### config.mk
export PLATFORM = sky130hd
export DESIGN_NAME = rope_ctrl_flat
export DESIGN_NICKNAME = d
export VERILOG_FILES = /design/src/rtl/rope_if.sv /design/src/rtl/rope_ctrl.sv /design/src/flat_wrapper.sv
export SDC_FILE = /design/constraint.sdc
export NUM_CORES = 1
export LEC_CHECK = 0
export ABC_AREA = 0
export ABC_CLOCK_PERIOD_IN_PS = 5500
export BUFFER_PORTS_ARGS = -buffer_cell sky130_fd_sc_hd__clkbuf_2
export CAP_MARGIN = 30
export CORE_MARGIN = 1.5
export CORE_UTILIZATION = 25
export CTS_BUF_LIST = sky130_fd_sc_hd__clkbuf_8
export CTS_CLUSTER_DIAMETER = 30
export DETAILED_ROUTE_END_ITERATION = 8
export HOLD_SLACK_MARGIN = 0.08
export PLACE_DENSITY = 0.48
export SYNTH_ARGS = -nofsm -noshare
export SYNTH_HDL_FRONTEND = slang
export SYNTH_SLANG_ARGS = --single-unit
### constraint.sdc
create_clock -name clk -period 5.5 [get_ports clk]
set_input_delay 1.1 -clock clk [delete_from_list [all_inputs] [get_ports clk]]
set_output_delay 1.1 -clock clk [all_outputs]
set_load 0.01 [all_outputs]
### src/rtl/rope_if.sv
// rope_if: press-latch handshake and display bus between the upstream latches and rope_ctrl
//   push, tie, right : press status from the upstream latches (asynchronous to clk)
//   clear            : re-arm for the upstream latches
//   leds             : one-hot rope position, bit 0 = left end
//   win_l, win_r     : winner flags
//   moves            : saturating count of non-tie moves
interface rope_if;
   logic       push;
   logic       tie;
   logic       right;
   logic       clear;
   logic [8:0] leds;
   logic       win_l;
   logic       win_r;
   logic [7:0] moves;
   modport master(output push, tie, right, input clear, leds, win_l, win_r, moves);
   modport slave(input push, tie, right, output clear, leds, win_l, win_r, moves);
endinterface

### src/rtl/rope_ctrl.sv
// rope_ctrl: tug-of-war rope controller moving a one-hot LED position on each decided press
//   clk  : rising-edge clock
//   rst  : synchronous active-high reset
//   bus  : rope_if slave (push/tie/right in; clear/leds/win_l/win_r/moves out, all registered)
//   LOCKOUT : cycles clear is held after each decided push (3..255)
//   BLINK   : half-period in cycles of the winner LED blink (1..255)
module rope_ctrl #(
   parameter int LOCKOUT = 4,
   parameter int BLINK   = 8
) (
   input logic   clk,
   input logic   rst,
   rope_if.slave bus
);
   typedef enum logic [2:0] {IDLE, SETTLE, MOVE, LOCK, WIN} state_t;
   state_t     st;
   logic [2:0] s1, s2;
   logic       cap_tie, cap_right;
   logic [3:0] pos, np;
   logic [7:0] lcnt, bcnt;
   logic       push_s, tie_s, right_s;
   assign {push_s, tie_s, right_s} = s2;
   // tie wins over right when both were captured
   assign np = cap_tie ? pos : cap_right ? pos + 4'd1 : pos - 4'd1;
   always_ff @(posedge clk) begin
      if (rst) begin
         st        <= IDLE;
         s1        <= '0;
         s2        <= '0;
         cap_tie   <= 1'b0;
         cap_right <= 1'b0;
         pos       <= 4'd4;
         lcnt      <= '0;
         bcnt      <= '0;
         bus.clear <= 1'b0;
         bus.leds  <= 9'b000010000;
         bus.win_l <= 1'b0;
         bus.win_r <= 1'b0;
         bus.moves <= '0;
      end else begin
         s1 <= {bus.push, bus.tie, bus.right};
         s2 <= s1;
         case (st)
            IDLE: if (push_s) st <= SETTLE;
            SETTLE: begin
               st        <= push_s ? MOVE : IDLE;
               cap_tie   <= tie_s;
               cap_right <= right_s;
            end
            MOVE: begin
               pos       <= np;
               bus.leds  <= 9'd1 << np;
               bus.clear <= 1'b1;
               bus.win_l <= np == 4'd0;
               bus.win_r <= np == 4'd8;
               lcnt      <= '0;
               bcnt      <= '0;
               if (!cap_tie && bus.moves != 8'd255) bus.moves <= bus.moves + 8'd1;
               st <= (np == 4'd0 || np == 4'd8) ? WIN : LOCK;
            end
            LOCK: begin
               if (lcnt == 8'(LOCKOUT - 1)) begin
                  st        <= IDLE;
                  bus.clear <= 1'b0;
               end else lcnt <= lcnt + 8'd1;
            end
            WIN: begin
               if (bcnt == 8'(BLINK - 1)) begin
                  bcnt     <= '0;
                  bus.leds <= bus.leds == '0 ? 9'd1 << pos : '0;
               end else bcnt <= bcnt + 8'd1;
            end
            default: st <= IDLE;
         endcase
      end
   end
endmodule

### src/flat_wrapper.sv
// flat-port wrapper written by rule: the top's interface ports become plain ports
module rope_ctrl_flat 
#(
   parameter int LOCKOUT = 4,
   parameter int BLINK   = 8
)
  (clk, rst, bus_push, bus_tie, bus_right, bus_clear, bus_leds, bus_win_l, bus_win_r, bus_moves);
  rope_if bus_i ();
  input logic clk;
  input logic rst;
  input wire logic [$bits(bus_i.push)-1:0] bus_push;
  input wire logic [$bits(bus_i.tie)-1:0] bus_tie;
  input wire logic [$bits(bus_i.right)-1:0] bus_right;
  output wire logic [$bits(bus_i.clear)-1:0] bus_clear;
  output wire logic [$bits(bus_i.leds)-1:0] bus_leds;
  output wire logic [$bits(bus_i.win_l)-1:0] bus_win_l;
  output wire logic [$bits(bus_i.win_r)-1:0] bus_win_r;
  output wire logic [$bits(bus_i.moves)-1:0] bus_moves;
  assign bus_i.push = bus_push;
  assign bus_i.tie = bus_tie;
  assign bus_i.right = bus_right;
  assign bus_clear = bus_i.clear;
  assign bus_leds = bus_i.leds;
  assign bus_win_l = bus_i.win_l;
  assign bus_win_r = bus_i.win_r;
  assign bus_moves = bus_i.moves;
  rope_ctrl #(.LOCKOUT(LOCKOUT), .BLINK(BLINK)) u_core (.clk(clk), .rst(rst), .bus(bus_i));
endmodule
### After elaboration in Yosys (flattened, before gate mapping)

Index checks and enable logic that the tools add are counted.

| word-level totals | value |
|---|---|
| bits in writable memories | 0 |
| input bits | 5 |
| memory bits (read-only) | 0 |
| flip-flop bits (word level) | 51 |
| memories kept | 0 |
| output and inout bits | 20 |
| bits in latches | 0 |
| logic and storage cells | 62 |

| operators by class | value |
|---|---|
| order comparisons | 0 |
| muxes and demuxes | 16 |
| shift operators | 2 |
| reductions and logical operators | 13 |
| equality and inequality tests | 12 |
| $add $sub $neg | 5 |
| multipliers | 0 |
| div/mod/pow operators | 0 |
| bitwise gates (word level) | 1 |

Operators by type and width:

| operator | number |
|---|---|
| $pmux W8 S2 | 2 |
| $add A8 B1 Y8 const B | 3 |
| $mux W9 | 2 |
| $pmux W9 S2 | 1 |
| $shl A1 B4 Y9 const A | 2 |
| $mux W8 | 2 |
| $pmux W3 S5 | 1 |
| $logic_not A9 Y1 | 1 |
| $mux W3 | 3 |
| $eq A8 B2 Y1 const B | 1 |
| $eq A8 B3 Y1 const B | 1 |
| $mux W4 | 2 |
| $ne A8 B8 Y1 const B | 1 |
| $reduce_and A2 Y1 | 4 |
| $eq A3 B2 Y1 const B | 2 |
| $ne A2 B1 Y1 const B | 3 |
| $add A4 B1 Y4 const B | 1 |
| $eq A4 B4 Y1 const B | 1 |
| $logic_not A4 Y1 | 1 |
| $reduce_bool A2 Y1 | 2 |
| $sub A4 B1 Y4 const B | 1 |
| $eq A3 B1 Y1 const B | 1 |
| $eq A3 B3 Y1 const B | 1 |
| $logic_not A3 Y1 | 1 |
| 9 further kinds | 9 |

### Logic depth before layout (Yosys ltp)

| depth | value |
|---|---|
| depth in word-level cells | 7 |
| depth in mapped cells | 8 |

### Worst setup path before layout

No wires, ideal clock.

| timing path | value |
|---|---|
| path type | register to register |
| start | register u_core.cap_right |
| end | register u_core.bus.leds[1] |
| cell stages (with the launch flop) | 9 |
| arrival time | 2145 ps |
| buffers on the path | 1 |
| setup slack | 3266 ps |
| path through | dfxtp_1 > inv_1 > ha_1 > or4_1 > o311a_1 > a211oi_1 > buf_4 > nand2_1 > a311oi_2 |

| on the way | value |
|---|---|
| longest elaborated chain between the ends | 4 |

RTL lines:

| item | line | text |
|---|---|---|
| from (decl) | rope_ctrl.sv:18 | `logic cap_tie, cap_right;` |
| from (signal assigned) | rope_ctrl.sv:48 | `cap_right <= right_s;` |
| $mux W4 (2 in a row) | rope_ctrl.sv:24 | `assign np = cap_tie ? pos : cap_right ? pos + 4'd1 : pos - 4'd1;` |
| $shl A1 B4 Y9 | rope_ctrl.sv:52 | `bus.leds <= 9'd1 << np;` |
| $pmux W9 S2 | rope_ctrl.sv:43 | `case (st)` |
| to (signal assigned) | rope_ctrl.sv:52 |  |
| to (signal assigned) | rope_ctrl.sv:70 | `bus.leds <= bus.leds == '0 ? 9'd1 << pos : '0;` |
| to (decl) | rope_if.sv:17 | `modport slave(input push, tie, right, output clear, leds, win_l, win_r, moves);` |

No other way between the ends.
A chain may end at the register's enable or synchronous reset.

### Worst setup path in the final report

| timing path | value |
|---|---|
| start | register u_core.pos[0] |
| end | register u_core.st[0] |

| on the way | value |
|---|---|
| longest elaborated chain between the ends | 7 |
| elaborated cells between the ends (all ways) | 9 |
| classes of those cells | add/sub (2); eq/ne (1); mux (4); reduce/logical (2) |

RTL lines:

| item | line | text |
|---|---|---|
| from (decl) | rope_ctrl.sv:19 | `logic [3:0] pos, np;` |
| from (signal assigned) | rope_ctrl.sv:51 | `pos <= np;` |
| $sub A4 B1 Y4 or $add A4 B1 Y4 (tied branches) | rope_ctrl.sv:24 |  |
| $mux W4 | rope_ctrl.sv:24 |  |
| $mux W4 * | rope_ctrl.sv:24 |  |
| $eq A4 B4 Y1 or $logic_not A4 Y1 (tied branches) | rope_ctrl.sv:59 | `st <= (np == 4'd0 \|\| np == 4'd8) ? WIN : LOCK;` |
| $logic_or A1 B1 Y1 * | rope_ctrl.sv:59 |  |
| $mux W3 * | rope_ctrl.sv:59 |  |
| $pmux W3 S5 * | rope_ctrl.sv:43 |  |
| to (signal assigned) | rope_ctrl.sv:46 | `st <= push_s ? MOVE : IDLE;` |
| to (signal assigned) | rope_ctrl.sv:59 |  |
| to (decl) | rope_ctrl.sv:16 | `state_t st;` |

Every way passes the cells marked *; elsewhere a longest branch is shown, timed or not.

==> results.json <==
{
  "grt.overflow.total": 0,
  "synth_nets": 315,
  "fin_skew_ps": 12.4,
  "areaGrowthSynthToFinish_pct": 12.8,
  "max_freq_mhz": 386,
  "ctsResizeCount": 0,
  "synth_seq_area_share": 0.392,
  "crit_required_ps": 5680,
  "worstSetupPathType": "reg2reg",
  "placed_area_mm2": 0.00284,
  "rows": 37,
  "grt_max_degree": 47,
  "drive_gt1_frac": 0.161,
  "rsz0062_at_grt": "no",
  "crit_fanout": 19,
  "finalCriticalPeriod_ps": 2590,
  "via_per_inst": 4.68,
  "worstHoldStart": "u_core.s1[1]$_SDFF_PP0_",
  "die_x_um": 105,
  "worst_pin_slew_ps": 797,
  "start_util": 0.255,
  "async_reset_ff_frac": 0,
  "htree_levels": 2,
  "yosysWarnings": 0,
  "ys_types": 58,
  "ys_seq_elements": 51,
  "syn_avg_cell_area_um2": 8.58,
  "n_antenna_cell": 0,
  "worstHoldPathCells": 1,
  "reg2reg_depth": 6,
  "clockBufferDepth": 2,
  "yosys-top-cells-area": "dfxtp_1 (39%), nor2_1 (8.1%), a21oi_1 (3.6%)",
  "status": "completed",
  "postCtsSetupBuffers": 0,
  "synth_largest_area_cell": "dfxtp_1",
  "vdd_drop_max_mv": 0.0862,
  "leakagePower_nw": 1.05,
  "grt_pass1_vias": 2008,
  "finalNetCount": 333,
  "setup-violations-final": 0,
  "path_clk_slew_ps": 90,
  "syn_area_mm2": 0.00261,
  "cts_tree": "yes",
  "ctsRootBufferMaster": "clkbuf_8",
  "hpwlAfterDp_mm": 3.93,
  "synth_edf_count": 0,
  "final-hold-violation-count": 0,
  "cts_buffers": 5,
  "worstHoldEndpoint": "u_core.s2[1]$_SDFF_PP0_",
  "boundaryPins": 25,
  "grt_first_pass_wirelength_mm": 9.47,
  "r2r-start": "u_core.pos[0]$_SDFFE_PP0P_",
  "reg2reg_to": "u_core.st[0]$_SDFFE_PP0P_",
  "cap_violations": 0,
  "wire_per_inst_um": 12.1,
  "relSlewSlack": 0.465,
  "detail-route-antenna-nets": 0,
  "die_y_um": 105,
  "tns_ps": 0,
  "postCtsHoldBufs": 0,
  "wl_mm": 5.57,
  "insertion_delay_ps": 310,
  "die_area_mm2": 0.0111,
  "antenna_found_initial": 0,
  "vias": 2147,
  "drt-pass1-iter-count": 4,
  "period_share": 0.471,
  "port_buffers": 24,
  "slew_viol_final": 0,
  "worst_ep_arrival_time_ps": 2770,
  "synthCells": 304,
  "clock-sinks": 51,
  "hp-class": "reg2reg",
  "critPathLaunchType": "flip-flop",
  "power_density_mw_per_mm2": 215,
  "drc": 0,
  "track_usage": 0.105,
  "synth_top_area_frac": 0.392,
  "fin_area_mm2": 0.00294,
  "end_kind": "flip-flop",
  "synth-main-ff-cell": "dfxtp_1",
  "reg2reg_setup_slack_ps": 2910,
  "drt_iter0_drc": 104,
  "routabilityCongestion": 0.764,
  "core_area_mm2": 0.0102
}
==> Yosys cell counts, types with 2 or more instances <==
cell       n
a311oi_2   3
or3_1      3
o21ai_0   11
nor3_2     2
o311a_1    2
a211oi_2   3
a211oi_1   2
nand3b_1   6
nand2_1   15
o41ai_1    2
a21oi_1   19
a22oi_1    2
ha_1       5
xor2_1     8
a22oi_2    2
and3b_1    4
nor3_1    12
clkbuf_1   9
nor2_1    56
nor3b_1    5
nand3_1    9
xnor2_1    7
mux2i_1    3
nand2b_1   4
inv_1      6
o21a_1     2
or4_1      2
and3_1     7
o21ai_1    2
nor2b_1    8
buf_2      3
dfxtp_1   51
nand4_1    4
==> where the power goes <==
| part | internal (mW) | switching, mW |
|---|---|---|
| Combinational | 0.00885 | 0.0154 |
| Sequential | 0.372 | 0.00296 |
| Clock | 0.103 | 0.130 |
| Total | 0.484 | 0.148 |
==> worst max-delay path by stage <==
stage	from	cells past startpoint	slack, ps	end
after CTS	u_core.pos[0]$_SDFFE_PP0P_	6	2930	u_core.st[0]$_SDFFE_PP0P_
final	u_core.pos[0]$_SDFFE_PP0P_	6	2910	u_core.st[0]$_SDFFE_PP0P_
after global placement	u_core.pos[0]$_SDFFE_PP0P_	6	3030	u_core.st[0]$_SDFFE_PP0P_
after detailed placement	u_core.pos[0]$_SDFFE_PP0P_	6	2960	u_core.st[0]$_SDFFE_PP0P_
after floorplan	u_core.cap_right$_SDFFE_PP0P_	8	3270	u_core.bus.leds[1]$_SDFFE_PP0P_
after global routing	u_core.pos[0]$_SDFFE_PP0P_	6	2650	u_core.st[0]$_SDFFE_PP0P_
==> through the flow <==
stage	std cells	util	power [mW]	hold WS [ps]	setup slack, ps
4_1_cts	459	0.287	0.646	446	2930
3_3_place_gp	451	0.278	0.409	422	3030
2_1_floorplan	304	-	0.402	414	3270
6_report	459	0.287	0.632	446	2910
3_5_place_dp	451	0.278	0.409	424	2960
5_1_grt	459	0.287	0.663	464	2650
==> state kept, by name, summed over array words and instances (netlist names), 3 cells and up <==
signal            cells
u_core.bcnt           8
u_core.bus.leds       9
u_core.bus.moves      8
u_core.lcnt           8
u_core.pos            4
u_core.s1             3
u_core.s2             3
u_core.st             3
==> metal layers <==
metal	GRT usage	share of wire
met1	0.138	0.49
met4	0.0352	0.012
met5	0	0
met2	0.170	0.46
met3	0.0231	0.035
==> layout make-up <==
type,count,area (µm²)
Fill cell,1120,7290
Multi-Input combinational cell,232,1490
Sequential cell,51,1020
Tap cell,136,170
Timing Repair Buffer,26,135
Clock buffer,6,82.6
Inverter,6,22.5
Clock inverter,2,16.3
==> kinds of logic after synthesis <==
logic type,count (synthesis),share of synthesized area
compound gates,61,0.174
xor+xnor,15,0.0504
fa+ha+maj,6,0.0317
buf+inv,21,0.0360
flops,51,0.392
mux,4,0.0158
simple gates,146,0.300
==> critical path: stages (launching register included) <==
cell	delay [ps]
dfxtp_1	710
fa_1	560
nor3b_1	290
o221ai_1	340
mux2_2	370
a21oi_1	130
nor2_1	50
==> cell usage in the layout (no fill, tap or decap), types with 4 or more instances in the layout <==
cell type	count
xnor2_1	7
nand2b_1	4
nor3b_1	5
nand3_1	9
ha_1	5
nor2b_1	8
clkbuf_8	6
nand3b_1	6
o21ai_0	11
dfxtp_1	51
inv_1	6
a21oi_1	19
xor2_1	8
nand4_1	4
and3b_1	4
and3_1	7
clkbuf_2	24
nand2_1	15
nor3_1	12
nor2_1	56
Note: power is estimated with default switching activity, not from simulation.
